`src/rtl/bus_arb_pkg.sv`:
```
// Shared definitions for the two-initiator split-capable bus arbiter.
//   arb_state_e            : arbiter FSM states
//   OWN_NONE/OWN_I1/OWN_I2 : encoding of the owner mux select
//   TIMEOUT_CYCLES_DEFAULT : default watchdog limit in cycles
package bus_arb_pkg;

  typedef enum logic [1:0] {
    ST_IDLE      = 2'd0,
    ST_GNT1      = 2'd1,
    ST_GNT2      = 2'd2,
    ST_SPLIT_RET = 2'd3
  } arb_state_e;

  localparam logic [1:0] OWN_NONE = 2'd0;
  localparam logic [1:0] OWN_I1   = 2'd1;
  localparam logic [1:0] OWN_I2   = 2'd2;

  localparam int unsigned TIMEOUT_CYCLES_DEFAULT = 255;

endpackage

```
`src/rtl/bus_arbiter.sv`:
```
// Two-initiator bus arbiter with split-transaction return path and watchdog.
// Ports:
//   clk, rst_n                 : clock, asynchronous active-low reset
//   init1_req, init2_req       : initiator requests (level)
//   init1_grant, init2_grant   : initiator grants
//   txn_done                   : current transaction completed (pulse)
//   split_ack                  : split target deferred the current read (pulse)
//   split_req                  : split target has deferred data ready (level)
//   split_done                 : deferred data delivered (pulse)
//   split_grant                : grant to split target
//   owner                      : bus mux select (0 none, 1 init1, 2 init2)
//   split_pending              : a deferred read is outstanding
//   timeout                    : one-cycle pulse on watchdog forced release
//   protocol_err               : sticky protocol violation flag
module bus_arbiter
  import bus_arb_pkg::*;
#(
  parameter int unsigned TIMEOUT_CYCLES = TIMEOUT_CYCLES_DEFAULT
) (
  input  logic       clk,
  input  logic       rst_n,
  input  logic       init1_req,
  input  logic       init2_req,
  output logic       init1_grant,
  output logic       init2_grant,
  input  logic       txn_done,
  input  logic       split_ack,
  input  logic       split_req,
  input  logic       split_done,
  output logic       split_grant,
  output logic [1:0] owner,
  output logic       split_pending,
  output logic       timeout,
  output logic       protocol_err
);

  // The watchdog fires on the last permitted cycle so that a grant is held
  // for exactly TIMEOUT_CYCLES cycles.
  localparam logic [7:0] WDOG_LAST = 8'(TIMEOUT_CYCLES - 1);

  arb_state_e state_q, state_d;
  logic [1:0] split_owner_q, split_owner_d;
  logic       split_pending_q, split_pending_d;
  logic [1:0] last_q, last_d;
  logic [7:0] wdog_q, wdog_d;
  logic       timeout_q, timeout_d;
  logic       err_q, err_d;

  logic       req1_eff, req2_eff;
  logic       own_req;
  logic [1:0] own_id;
  logic       wdog_hit;

  always_comb begin
    state_d         = state_q;
    split_owner_d   = split_owner_q;
    split_pending_d = split_pending_q;
    last_d          = last_q;
    timeout_d       = 1'b0;
    err_d           = err_q;
    own_req         = 1'b0;
    own_id          = OWN_NONE;
    wdog_hit        = (wdog_q == WDOG_LAST);

    // The initiator waiting on a deferred read may not re-enter arbitration.
    req1_eff = init1_req && !(split_pending_q && (split_owner_q == OWN_I1));
    req2_eff = init2_req && !(split_pending_q && (split_owner_q == OWN_I2));

    if (split_req && !split_pending_q) begin
      err_d = 1'b1;
    end

    case (state_q)
      ST_IDLE: begin
        if (split_ack || txn_done) begin
          err_d = 1'b1;
        end
        if (split_req && split_pending_q) begin
          state_d = ST_SPLIT_RET;
        end else if (req1_eff && (!req2_eff || (last_q == OWN_I2))) begin
          state_d = ST_GNT1;
          last_d  = OWN_I1;
        end else if (req2_eff) begin
          state_d = ST_GNT2;
          last_d  = OWN_I2;
        end
      end

      ST_GNT1, ST_GNT2: begin
        own_req = (state_q == ST_GNT1) ? init1_req : init2_req;
        own_id  = (state_q == ST_GNT1) ? OWN_I1 : OWN_I2;
        if (split_ack) begin
          state_d = ST_IDLE;
          if (split_pending_q) begin
            // Only one deferred read can be tracked; behave as completion.
            err_d = 1'b1;
          end else begin
            split_pending_d = 1'b1;
            split_owner_d   = own_id;
          end
        end else if (txn_done || !own_req) begin
          state_d = ST_IDLE;
        end else if (wdog_hit) begin
          state_d   = ST_IDLE;
          timeout_d = 1'b1;
        end
      end

      ST_SPLIT_RET: begin
        if (split_ack || txn_done) begin
          err_d = 1'b1;
        end
        if (split_done) begin
          state_d         = ST_IDLE;
          split_pending_d = 1'b0;
          last_d          = split_owner_q;
        end else if (wdog_hit) begin
          state_d         = ST_IDLE;
          split_pending_d = 1'b0;
          timeout_d       = 1'b1;
        end
      end

      default: state_d = ST_IDLE;
    endcase

    // Watchdog restarts on every state change and only runs while a grant is held.
    if ((state_d != state_q) || (state_q == ST_IDLE)) begin
      wdog_d = 8'd0;
    end else begin
      wdog_d = wdog_q + 8'd1;
    end
  end

  always_ff @(posedge clk or negedge rst_n) begin
    if (!rst_n) begin
      state_q         <= ST_IDLE;
      split_owner_q   <= OWN_NONE;
      split_pending_q <= 1'b0;
      last_q          <= OWN_I2;
      wdog_q          <= 8'd0;
      timeout_q       <= 1'b0;
      err_q           <= 1'b0;
    end else begin
      state_q         <= state_d;
      split_owner_q   <= split_owner_d;
      split_pending_q <= split_pending_d;
      last_q          <= last_d;
      wdog_q          <= wdog_d;
      timeout_q       <= timeout_d;
      err_q           <= err_d;
    end
  end

  assign init1_grant   = (state_q == ST_GNT1);
  assign init2_grant   = (state_q == ST_GNT2);
  assign split_grant   = (state_q == ST_SPLIT_RET);
  assign split_pending = split_pending_q;
  assign timeout       = timeout_q;
  assign protocol_err  = err_q;

  always_comb begin
    case (state_q)
      ST_GNT1:      owner = OWN_I1;
      ST_GNT2:      owner = OWN_I2;
      ST_SPLIT_RET: owner = split_owner_q;
      default:      owner = OWN_NONE;
    endcase
  end

endmodule

```
`config.mk`:
```
export PLATFORM = sky130hd
export DESIGN_NAME = bus_arbiter
export DESIGN_NICKNAME = d
export VERILOG_FILES = /design/src/rtl/bus_arb_pkg.sv /design/src/rtl/bus_arbiter.sv
export SDC_FILE = /design/constraint.sdc
export NUM_CORES = 1
export LEC_CHECK = 0
export CAP_MARGIN = 20
export CORE_MARGIN = 8
export CORE_UTILIZATION = 51
export CTS_BUF_LIST = sky130_fd_sc_hd__clkbuf_16
export DETAILED_ROUTE_END_ITERATION = 8
export PLACE_DENSITY = 0.77
export SLEW_MARGIN = 15
export SYNTH_ARGS = -nofsm -noshare
export SYNTH_HDL_FRONTEND = slang
export SYNTH_SLANG_ARGS = --single-unit
```
`constraint.sdc`:
```
create_clock -name clk -period 2.4 [get_ports clk]
set_input_delay 0.48 -clock clk [delete_from_list [all_inputs] [get_ports clk]]
set_output_delay 0.48 -clock clk [all_outputs]
set_load 0.01 [all_outputs]
```
==> qor.yml <==
status:
  status: "finished, final reports clean"
synth:
  synth_nets: 115
  synth_seq_cells: 17
  synth_flop_cell: "dfrtp_1"
  synth.top_cell.area_share_pct: 40.4
  netlist_area_um2: 992
  syn_area_per_cell_um2: 9.82
  ys_seq_area_share_pct: 43.0
  yosysMostFrequentCell: "dfrtp_1"
  ys.warnings.count: 0
  synth_top_family_by_area: "simple AND/OR/NAND/NOR gates"
  synthDistinctLibCells: 40
  synthArstFlopShare_pct: 100
  synth-compound-area-share_pct: 15.3
  yosys.area_share.adder_pct: 7.57
  synthCells: 101
  synth_top_area_cell: "dfrtp_1"
  synth_common_cells: "dfrtp_1 (16), nor2_1 (13), nand3_1 (7)"
  synth_xor_area_share_pct: 5.30
  synth.area.top_cells: "dfrtp_1 (40%), ha_1 (7.6%), nor2_1 (4.9%)"
  synthMuxAreaShare_pct: 4.54
  synthSimpleGateAreaFrac_pct: 20.8
  synth-edff-count: 0
place:
  dp_cells: 141
  post-place-ws_ns: 0.273
  dp_hpwl_um: 1630
  io_buffer_count: 15
  dpl_cell_area_mm2: 0.00117
  gp_congestion: 0.964
die:
  fp.dieArea_mm2: 0.00361
  io_pins: 16
  core_mm2: 0.00190
  die_x_um: 60.1
  fp.dieH_um: 60.1
  start_util_pct: 52.2
  rows: 16
clocking:
  postCtsSetupBuffers: 0
  cts-buffers-inserted: 3
  numClockSinks: 17
  h-tree-depth: 1
  clk_pin_slew_ns: 0.05
  clk_path_buf_depth: 2
  clk_latency_ns: 0.25
  clock-root-buffer: "clkbuf_16"
  ctsHoldBuffers: 0
  tritoncts: "yes"
layout:
  synthToLayoutAreaGrowth_pct: 26.0
  postLayoutCoreUtil_pct: 65.7
  design_area_mm2: 0.00125
  antennaDiodeCount: 0
  fin_nets: 133
  layout-drive-gt1-share_pct: 8.47
  fin_cells: 145
setup_path:
  worst-path-buf-inv: 1
  critPathLaunchType: "flop"
  crit_family: "buffers and inverters"
  reg2reg_from: "state_q[1]"
  path_cells: "ha_1 > and2_1 > nand2_1 > o21ai_0 > clkdlybuf4s50_1"
  critPathSlowestCell: "clkdlybuf4s50_1"
  crit_start: "state_q[1]"
  critPathMaxStageDelay_ns: 0.56
  crit_required_ns: 1.92
  cp.arrival_ns: 1.82
  end_kind: "output pin"
  critical_path_class: "reg2out"
  crit_fanout: 8
pwr:
  peakVddDrop_uv: 662
  pwr_density_cell_mw_per_mm2: 1110
  power_leakage_nw: 0.541
  p_total_mw: 1.39
global_route:
  grt_overflow: 0
  grt_pass1_vias: 792
  antenna_found_initial: 0
  use_met2_pct: 22.4
  grt_pass1_wl_um: 3510
  grt_max_degree: 18
  grt.total_usage_pct: 12.9
  use_met1_pct: 13.5
  grt_util_met3_pct: 3.87
  busiest_layer: "met2"
timing:
  rsz0062_at_grt: "false"
  slew_headroom_pct: 50.7
  setup_tns_ns: 0
  slew_viol_final: 0
  setup_ws_ns: 0.0973
  fin_hold_ws_ns: 0.482
  fin_skew_ns: 0.00237
  period_needed_ns: 2.30
  fmax_mhz: 434
  worst_pin_slew_ns: 0.738
  finalCritPeriodShare_pct: 95.9
  setup_violations: 0
  hold_viol: 0
detailed_routing:
  remaining_drc_errors: 0
  viasPerCell: 5.64
  totalWireLength_um: 2180
  wl_per_cell_um: 15.0
  drt_iter0_markers: 22
  drt_first_pass_iters: 4
  ant_nets: 0
  vias: 818
min_path:
  hp-class: "reg2reg"
  min_from: "wdog_q[0]"
flow_run:
  maxCapViolations: 0
==> state kept, by name, indices dropped and copies added, names as in the netlist <==
| register | flops |
|---|---|
| protocol_err | 1 |
| state_q | 2 |
| split_pending | 1 |
| last_q | 2 |
| wdog_q | 8 |
| timeout | 1 |
| split_owner_q | 2 |
==> worst reg2reg max path: stages (launching register included) <==
cell and delay (ns):
dfrtp_2 0.46, inv_1 0.12, ha_1 0.22, mux2_2 0.34, a2bb2oi_1 0.24, nor2_1 0.10, a211o_1 0.29
==> area by class of cell <==
cell class	count	area [um^2]
sequential	17	429
timing repair buffer	15	150
fill	172	652
multi-input combinational	75	531
tap	27	33.8
clock buffer	3	75.1
inverter	7	26.3
clock inverter	1	5.00
==> layout by cell type (no fill, tap or decap), types with 3 or more instances in the layout <==
cell / instances
nand2_1: 4
o21ai_0: 3
clkbuf_16: 3
nand3_1: 7
inv_1: 6
ha_1: 6
dfrtp_1: 14
clkdlybuf4s50_1: 15
nor2_1: 13
mux2_1: 3
xnor2_1: 4
o21ai_1: 3
==> repair_timing <==
action,4_1_cts,5_1_grt
hold endpoints to repair,0,0
endpoints found under the setup margin,0,1
resized for setup,0,2
==> final timing paths <==
path | end | slack, ns | cells past startpoint
max | owner[0] | 0.1 | 5
min | wdog_q[0] | 0.48 | 1
max reg2reg | state_q[0] | 0.50 | 6
min reg2reg | wdog_q[0] | 0.48 | 1
max in group asynchronous | state_q[1] | 1.21 | 1
min in group asynchronous | timeout | 0.67 | 1
==> metal layers <==
layer	vias up	wire length (um)
li1	400	-
met1	387	960
met3	4	108
met2	27	1080
met5	-	0
met4	0	31
==> where the power goes <==
group / internal (mW) / total, mW / switching, mW
Combinational: 0.296 / 0.582 / 0.285
Clock: 0.223 / 0.329 / 0.106
Sequential: 0.368 / 0.478 / 0.110
==> cells by family after synthesis <==
group	after synthesis
buf+inv	9
mux	4
fa+ha+maj	6
simple gates	39
xor+xnor	6
flops	17
compound gates	20
Power figures use the tool's default switching activity.
